File: src/rtl/gn_pkg.sv
// Shared definitions for the guess-number button front end.
// Holds the key codes, the arbiter state type and the priority-pick helpers.
package gn_pkg;

    localparam int NUM_KEYS = 5;

    localparam logic [2:0] KEY_NONE  = 3'd0;
    localparam logic [2:0] KEY_I1    = 3'd1;
    localparam logic [2:0] KEY_I2    = 3'd2;
    localparam logic [2:0] KEY_I3    = 3'd3;
    localparam logic [2:0] KEY_I4    = 3'd4;
    localparam logic [2:0] KEY_ENTER = 3'd5;

    typedef enum logic {
        IDLE = 1'b0,
        HELD = 1'b1
    } arb_state_t;

    // Bit 0 (I1) is the highest priority; the descending loop lets it win.
    function automatic logic [NUM_KEYS-1:0] first_key(input logic [NUM_KEYS-1:0] lv);
        logic [NUM_KEYS-1:0] sel;
        sel = '0;
        for (int i = NUM_KEYS - 1; i >= 0; i--) begin
            if (lv[i]) begin
                sel = NUM_KEYS'(1) << i;
            end
        end
        return sel;
    endfunction

    function automatic logic [2:0] code_of(input logic [NUM_KEYS-1:0] onehot);
        logic [2:0] code;
        case (onehot)
            5'b00001: code = KEY_I1;
            5'b00010: code = KEY_I2;
            5'b00100: code = KEY_I3;
            5'b01000: code = KEY_I4;
            5'b10000: code = KEY_ENTER;
            default:  code = KEY_NONE;
        endcase
        return code;
    endfunction

endpackage

File: src/rtl/gn_debounce.sv
// One button channel: two-flop synchroniser followed by a counting debouncer.
// The stable level flips only after DEBOUNCE_CYCLES consecutive disagreeing samples.
module gn_debounce #(
    parameter int DEBOUNCE_CYCLES = 16
) (
    input  logic i_clk,
    input  logic i_reset,
    input  logic i_btn,
    output logic o_sync1,
    output logic o_stable
);

    localparam int CNT_W = $clog2(DEBOUNCE_CYCLES + 1);
    localparam logic [CNT_W-1:0] CNT_LAST = CNT_W'(DEBOUNCE_CYCLES - 1);

    logic             r_sync1;
    logic             r_sync2;
    logic             r_stable;
    logic [CNT_W-1:0] r_cnt;

    always_ff @(posedge i_clk) begin
        if (i_reset) begin
            r_sync1  <= 1'b0;
            r_sync2  <= 1'b0;
            r_stable <= 1'b0;
            r_cnt    <= '0;
        end else begin
            r_sync1 <= i_btn;
            r_sync2 <= r_sync1;
            if (r_sync2 == r_stable) begin
                r_cnt <= '0;
            end else if (r_cnt == CNT_LAST) begin
                // Clearing on the flip keeps the counter below DEBOUNCE_CYCLES.
                r_stable <= r_sync2;
                r_cnt    <= '0;
            end else begin
                r_cnt <= r_cnt + 1'b1;
            end
        end
    end

    assign o_sync1  = r_sync1;
    assign o_stable = r_stable;

endmodule

File: src/rtl/gn_button_conditioner.sv
// Button front end: five debounced channels feeding a one-key-at-a-time arbiter
// that emits a single registered pulse per accepted press.
module gn_button_conditioner
    import gn_pkg::*;
#(
    parameter int DEBOUNCE_CYCLES = 16
) (
    input  logic       clk,
    input  logic       reset,
    input  logic       btn_I1,
    input  logic       btn_I2,
    input  logic       btn_I3,
    input  logic       btn_I4,
    input  logic       btn_enter,
    output logic       I1,
    output logic       I2,
    output logic       I3,
    output logic       I4,
    output logic       enter,
    output logic       key_valid,
    output logic [2:0] key_code,
    output logic       busy
);

    localparam int SET_W = $clog2(DEBOUNCE_CYCLES + 2);
    localparam logic [SET_W-1:0] SET_MAX = SET_W'(DEBOUNCE_CYCLES + 1);

    logic [NUM_KEYS-1:0] w_btn_raw;
    logic [NUM_KEYS-1:0] w_sync1;
    logic [NUM_KEYS-1:0] w_stable;
    logic                w_any_stable;
    logic                w_any_sync1;

    arb_state_t          r_state;
    logic [NUM_KEYS-1:0] r_pulse;
    logic [2:0]          r_key_code;
    logic                r_key_valid;
    logic [SET_W-1:0]    r_settle;

    assign w_btn_raw = {btn_enter, btn_I4, btn_I3, btn_I2, btn_I1};

    for (genvar g = 0; g < NUM_KEYS; g++) begin : g_chan
        gn_debounce #(
            .DEBOUNCE_CYCLES(DEBOUNCE_CYCLES)
        ) u_debounce (
            .i_clk   (clk),
            .i_reset (reset),
            .i_btn   (w_btn_raw[g]),
            .o_sync1 (w_sync1[g]),
            .o_stable(w_stable[g])
        );
    end

    assign w_any_stable = |w_stable;
    assign w_any_sync1  = |w_sync1;

    // Reset clears the stable levels, so a key held through reset would look released.
    // Leaving HELD therefore also needs one quiet window after reset; once seen it latches.
    always_ff @(posedge clk) begin
        if (reset) begin
            r_settle <= '0;
        end else if (r_settle != SET_MAX) begin
            r_settle <= w_any_sync1 ? '0 : r_settle + 1'b1;
        end
    end

    always_ff @(posedge clk) begin
        if (reset) begin
            r_state     <= HELD;
            r_pulse     <= '0;
            r_key_code  <= KEY_NONE;
            r_key_valid <= 1'b0;
        end else begin
            r_pulse     <= '0;
            r_key_code  <= KEY_NONE;
            r_key_valid <= 1'b0;
            case (r_state)
                IDLE: begin
                    if (w_any_stable) begin
                        r_pulse     <= first_key(w_stable);
                        r_key_code  <= code_of(first_key(w_stable));
                        r_key_valid <= 1'b1;
                        r_state     <= HELD;
                    end
                end
                HELD: begin
                    if (!w_any_stable && (r_settle == SET_MAX)) begin
                        r_state <= IDLE;
                    end
                end
                default: r_state <= HELD;
            endcase
        end
    end

    assign I1        = r_pulse[0];
    assign I2        = r_pulse[1];
    assign I3        = r_pulse[2];
    assign I4        = r_pulse[3];
    assign enter     = r_pulse[4];
    assign key_valid = r_key_valid;
    assign key_code  = r_key_code;
    assign busy      = (r_state == HELD);

endmodule
File: config.mk
export PLATFORM = sky130hd
export DESIGN_NAME = gn_button_conditioner
export DESIGN_NICKNAME = d
export VERILOG_FILES = /design/src/rtl/gn_pkg.sv /design/src/rtl/gn_debounce.sv /design/src/rtl/gn_button_conditioner.sv
export SDC_FILE = /design/constraint.sdc
export NUM_CORES = 1
export LEC_CHECK = 0
export CORE_ASPECT_RATIO = 1.4
export CORE_MARGIN = 2
export CORE_UTILIZATION = 30
export DETAILED_ROUTE_END_ITERATION = 12
export GPL_ROUTABILITY_DRIVEN = 0
export SYNTH_ARGS = -nofsm -noshare
export SYNTH_HDL_FRONTEND = slang
export SYNTH_SLANG_ARGS = --single-unit
export TNS_END_PERCENT = 5
File: constraint.sdc
create_clock -name clk -period 1.7 [get_ports clk]
set_input_delay 0.34 -clock clk [delete_from_list [all_inputs] [get_ports clk]]
set_output_delay 0.34 -clock clk [all_outputs]
set_load 0.01 [all_outputs]
# Word level (Yosys, flattened, before mapping)
# Index checks and enable logic that the tools add are counted.
# Widths: inputs -> output; s select.
[word_totals] ff_bits=55 mem_count=0 elab_cells=84 rom_bits=0 latchBits=0 ram_bits=0 out_inout_bits=10
[classes] n_div=0 addsub=6 order_cmp=0 bitwise=7 n_eq_ne=17 reduce_logical=16 mul=0 shift=0 n_mux=13
[op_table] operator="$mux 5" n=9
[op_table] operator="$add 5x1->5 const B" n=6
[op_table] operator="$eq 5x4->1 const B" n=6
[op_table] operator="$reduce_or 3->1" n=6
[op_table] operator="$pmux 3 s5" n=1
[op_table] operator="$eq 5x5->1 const B" n=2
[op_table] operator="$reduce_and 2->1" n=5
[op_table] operator="$reduce_or 5->1" n=2
[op_table] operator="$not 1->1" n=7
[op_table] operator="$eq 1x1->1" n=5
[op_table] operator="$eq 5x1->1 const B" n=1
[op_table] operator="$eq 5x2->1 const B" n=1
[op_table] operator="$eq 5x3->1 const B" n=1
[op_table] operator="$ne 5x5->1 const B" n=1
[op_table] operator="$mux 1" n=2
[op_table] operator="$pmux 1 s2" n=1
[op_table] operator="$reduce_or 2->1" n=1
[op_table] operator="$logic_and 1x1->1" n=1
[op_table] operator="$logic_not 1->1" n=1

# Longest topological paths before layout
[depth] ltp_word=10 ltp_mapped=5 ltp_nobuf=5

# Modules after synthesis
# From an unflattened synthesis, not the netlist that was laid out.
[hier_totals] cells_unflattened=191 hier_area_um2=2009.4
[modules_own_cells] mod="gn_debounce" instances=5 area_each_um2=286.5 cells_each=27
[modules_own_cells] mod="gn_button_conditioner" instances=1 area_each_um2=576.8 cells_each=56

# Least setup slack after synthesis
# OpenSTA, ideal clock, no wires.
[synth_timing] path_type="flip-flop to flip-flop" start="register g_chan[1].u_debounce.r_cnt[0]" end="register g_chan[1].u_debounce.r_cnt[2]" t_required_ns=1.638 setup_slack_ns=0.205 synth_period_minus_slack_ns=1.495 stages_incl_launch_ff=6 path_buffers=0 arrival_time_ns=1.433 cell_sequence="dfxtp_1 > ha_1 > and3_1 > ha_1 > or3_4 > nor2_2"
[synth_via] elab_chain_cells=2 word_cells_on_any_way=3 classes_between="add/sub: 1; eq/ne: 1; reduce/logical: 1"
[synth_lines] item="start, declared" line="gn_debounce.sv:19" source="logic [CNT_W-1:0] r_cnt;"
[synth_lines] item="start signal, assigned" line="gn_debounce.sv:37" source="r_cnt <= r_cnt + 1'b1;"
[synth_lines] item="branches (longest 2 deep; another with $add 5x1->5)"
# Parallel ways; which one is timed is not known.
# A chain may end at the register's enable or synchronous reset.

# Worst setup path in the final report
[layout_timing] start="register r_state (netlist: busy)" end="output busy"
[layout_lines] item="start, declared" line="gn_button_conditioner.sv:34" source="arb_state_t r_state;"
[layout_lines] item="start signal, assigned" line="gn_button_conditioner.sv:69" source="r_state <= HELD;"
[layout_lines] item="start signal, assigned" line="gn_button_conditioner.sv:83" source="r_state <= HELD;"
[layout_lines] item="start signal, assigned" line="gn_button_conditioner.sv:88" source="r_state <= IDLE;"
[layout_lines] item="end, declared" line="gn_button_conditioner.sv:22" source="output logic busy"
# No word-level cell between the ends.

==> run_results.csv <==
group,metric,value,unit
critical_path,arrival,1.29,ns
global_route,grt_use_total,9.14,%
sta,skew,0.0123,ns
critical_path,cp_max_fo,4,
synth,synth_enable_flop_cells,0,
power,powerDensity,881,mW/mm^2
min_path,holdPathEnd,"g_chan[1].u_debounce.r_cnt[0]$_SDFF_PP0_",
clock_tree,cts_resized,0,
sta,fmaxAchievable,615,MHz
global_route,overflow,0,
synth,synthDominantCellAreaShare,54.4,%
placed_design,dpl_cell_area,0.00228,mm^2
min_path,hp-start,"g_chan[1].u_debounce.r_cnt[0]$_SDFF_PP0_",
drt,wl,2880,um
synth,synth.distinct_cells,30,
synth,netlist_instances,193,
critical_path,reg2reg_depth,5,
synth,yosys_warnings,0,
die,die-area,0.00743,mm^2
clock_tree,cts_tree,"built",
critical_path,required,1.36,ns
critical_path,reg2reg_from,"g_chan[3].u_debounce.r_cnt[0]$_SDFF_PP0_",
synth,synth_sequential_area_ratio,54.4,%
synth,synth_top_flop_cell,"dfxtp_1",
job,cap_violations,0,
die,core_area,0.00657,mm^2
synth,syn-num-nets,212,
placed_design,hpwl,2200,um
sta,fin_crit,1.63,ns
die,io_pins,17,
synth,netlist_top_cells_area,"dfxtp_1 54%, ha_1 7.4%, nor2_1 5.9%",
sta,drv_slew,0,
layout,final_nets,234,
drt,drc_errors,0,
drt,drt-pass1-iter-count,4,
drt,vias_per_cell,4.47,
clock_tree,htreeDepth,2,
sta,post-route-period-util,95.6,%
run_status,outcome,"completed",
synth,synthesis.area,0.00203,mm^2
critical_path,worst_setup_path_end_kind,"output pin",
clock_tree,cts_hold_buffers,0,
die,dieHeight,101,um
critical_path,crit_buf_inv,1,
die,fp.dieW,73.5,um
critical_path,start_kind,"register",
sta,rsz0062_at_grt,"false",
drt,wl_per_cell,9.94,um
synth,synth-async-reset-ratio,0,%
clock_tree,cts_sinks,55,
critical_path,cpPeakStageDelay,0.56,ns
critical_path,crit_family,"buffers and inverters",
drt,drt-initial-drc-count,37,
sta,setup_viol,0,
clock_tree,cts_made_buffers,5,
global_route,grt_max_degree,21,
layout,layout-drive-gt1-share,8.80,%
layout,synthToLayoutAreaGrowth,17.2,%
critical_path,rr_endpoint,"g_chan[3].u_debounce.r_cnt[2]$_SDFF_PP0_",
clock_tree,clk_pin_slew,0.10,ns
clock_tree,max-clock-path-buffers,2,
min_path,whs_path_depth,1,
clock_tree,root_buffer,"clkbuf_8",
critical_path,worstSetupPathType,"reg2out",
global_route,grt_pass1_wl,5220,um
die,num_rows,35,
synth,synth.most_common_cell,"dfxtp_1",
clock_tree,clk_latency,0.31,ns
synth,ys_ff_latch,55,
sta,tns,0,ns
power,ir_worst_vdd,0.000346,V
global_route,antenna_found_initial,0,
layout,n_fill_cell,669,
power,p_leak,0.853,nW
layout,diodes,0,
min_path,worstHoldPathType,"reg2reg",
sta,max_slew.worst_pin.slew,0.396,ns
placed_design,port_buffers,16,
synth,yosysTopAreaCell,"dfxtp_1",
global_route,grt_pass1_vias,1268,
synth,syn_area_per_cell,10.5,um^2
sta,slew_headroom,73.4,%
die,initial_core_util,30.8,%
drt,final_antenna_net_count,0,
synth,synthTopCellsByCount,"55 x dfxtp_1, 32 x nor2_1, 12 x ha_1, 12 x inv_1, 11 x xnor2_1",
drt,num_vias,1295,
critical_path,slowest_stage,"clkdlybuf4s50_1",
critical_path,r2r_slack,0.12,ns
sta,hold_viol_final,0,
critical_path,critical_path_cell_count,1,
critical_path,crit_chain,"clkdlybuf4s50_1",
clock_tree,cts_setup_buffers,0,
layout,fin_area,0.00237,mm^2
==> where the power goes <==
group          internal, mW  switching, mW  total (mW)
clock network         0.296          0.414       0.710
logic                0.0382         0.0260      0.0642
registers              1.30         0.0118        1.32
==> per-layer routing <==
layer  global-route usage (%)  vias up  wire length, um
li1                         -      671                -
met1                     10.3      600             1250
met2                     15.0       19             1450
met3                     2.39        5               85
met4                     5.87        0               92
met5                        0        -                0
==> metrics by stage <==
| step | cells | utilization (%) | setup slack (ns) | power [mW] | hold WS (ns) |
|---|---|---|---|---|---|
| 3_5_place_dp | 282 | 34.8 | 0.0331 | 1.41 | 0.444 |
| 4_1_cts | 290 | 36.1 | 0.0526 | 2.13 | 0.459 |
| 3_3_place_gp | 282 | 34.8 | 0.0632 | 1.41 | 0.430 |
| 2_1_floorplan | 193 | - | 0.205 | 1.39 | 0.417 |
| 6_report | 290 | 36.1 | 0.0747 | 2.09 | 0.454 |
| 5_1_grt | 290 | 36.1 | 0.0196 | 2.18 | 0.480 |
==> worst max-delay path by stage <==
stage	slack [ns]	start	endpoint
after floorplan	0.20	g_chan[1].u_debounce.r_cnt[0]$_SDFF_PP0_	g_chan[1].u_debounce.r_cnt[2]$_SDFF_PP0_
after global placement	0.06	reset	g_chan[4].u_debounce.r_cnt[2]$_SDFF_PP0_
after detailed placement	0.03	reset	g_chan[3].u_debounce.r_cnt[2]$_SDFF_PP0_
after CTS	0.05	busy$_SDFF_PP1_	busy
after global routing	0.02	g_chan[4].u_debounce.r_cnt[0]$_SDFF_PP0_	g_chan[4].u_debounce.r_cnt[0]$_SDFF_PP0_
final	0.07	busy$_SDFF_PP1_	busy
==> final cells by class <==
cell class,instances,area [um^2],share of cell area [%]
Clock inverter,2,16.3,0.685
Clock buffer,6,72.6,3.06
Timing Repair Buffer,18,188,7.91
Inverter,12,45.0,1.90
Tap cell,74,92.6,3.90
Sequential cell,55,1100,46.4
Multi-Input combinational cell,123,858,36.2
==> placed cells by master, fill, tap and decap left out, drive strengths merged, types with 6 or more instances in the layout <==
| cell type | Yosys | routed |
|---|---|---|
| nand3 | 8 | 8 |
| clkbuf | 0 | 6 |
| dfxtp | 55 | 55 |
| nor2b | 11 | 11 |
| inv | 12 | 13 |
| ha | 12 | 12 |
| nor2 | 37 | 37 |
| xor2 | 7 | 7 |
| clkdlybuf4s50 | 0 | 16 |
| and3 | 6 | 6 |
| xnor2 | 11 | 11 |
==> logic make-up after synthesis <==
| group | synth area share, % |
|---|---|
| multiplexers | 2.47 |
| buffers and inverters | 3.27 |
| AO/OA/AOI/OAI | 2.47 |
| XOR/XNOR | 7.78 |
| adder cells (fa/ha/maj) | 7.41 |
| flip-flops | 54.4 |
| AND/OR/NAND/NOR | 22.2 |
==> registers in the layout, indices dropped and copies added, names as in the netlist <==
register,count
busy,1
r_pulse,5
g_chan.u_debounce.r_sync2,5
g_chan.u_debounce.o_sync1,5
r_settle,5
key_code,3
key_valid,1
g_chan.u_debounce.o_stable,5
g_chan.u_debounce.r_cnt,25
(Power assumes the default switching activity.)
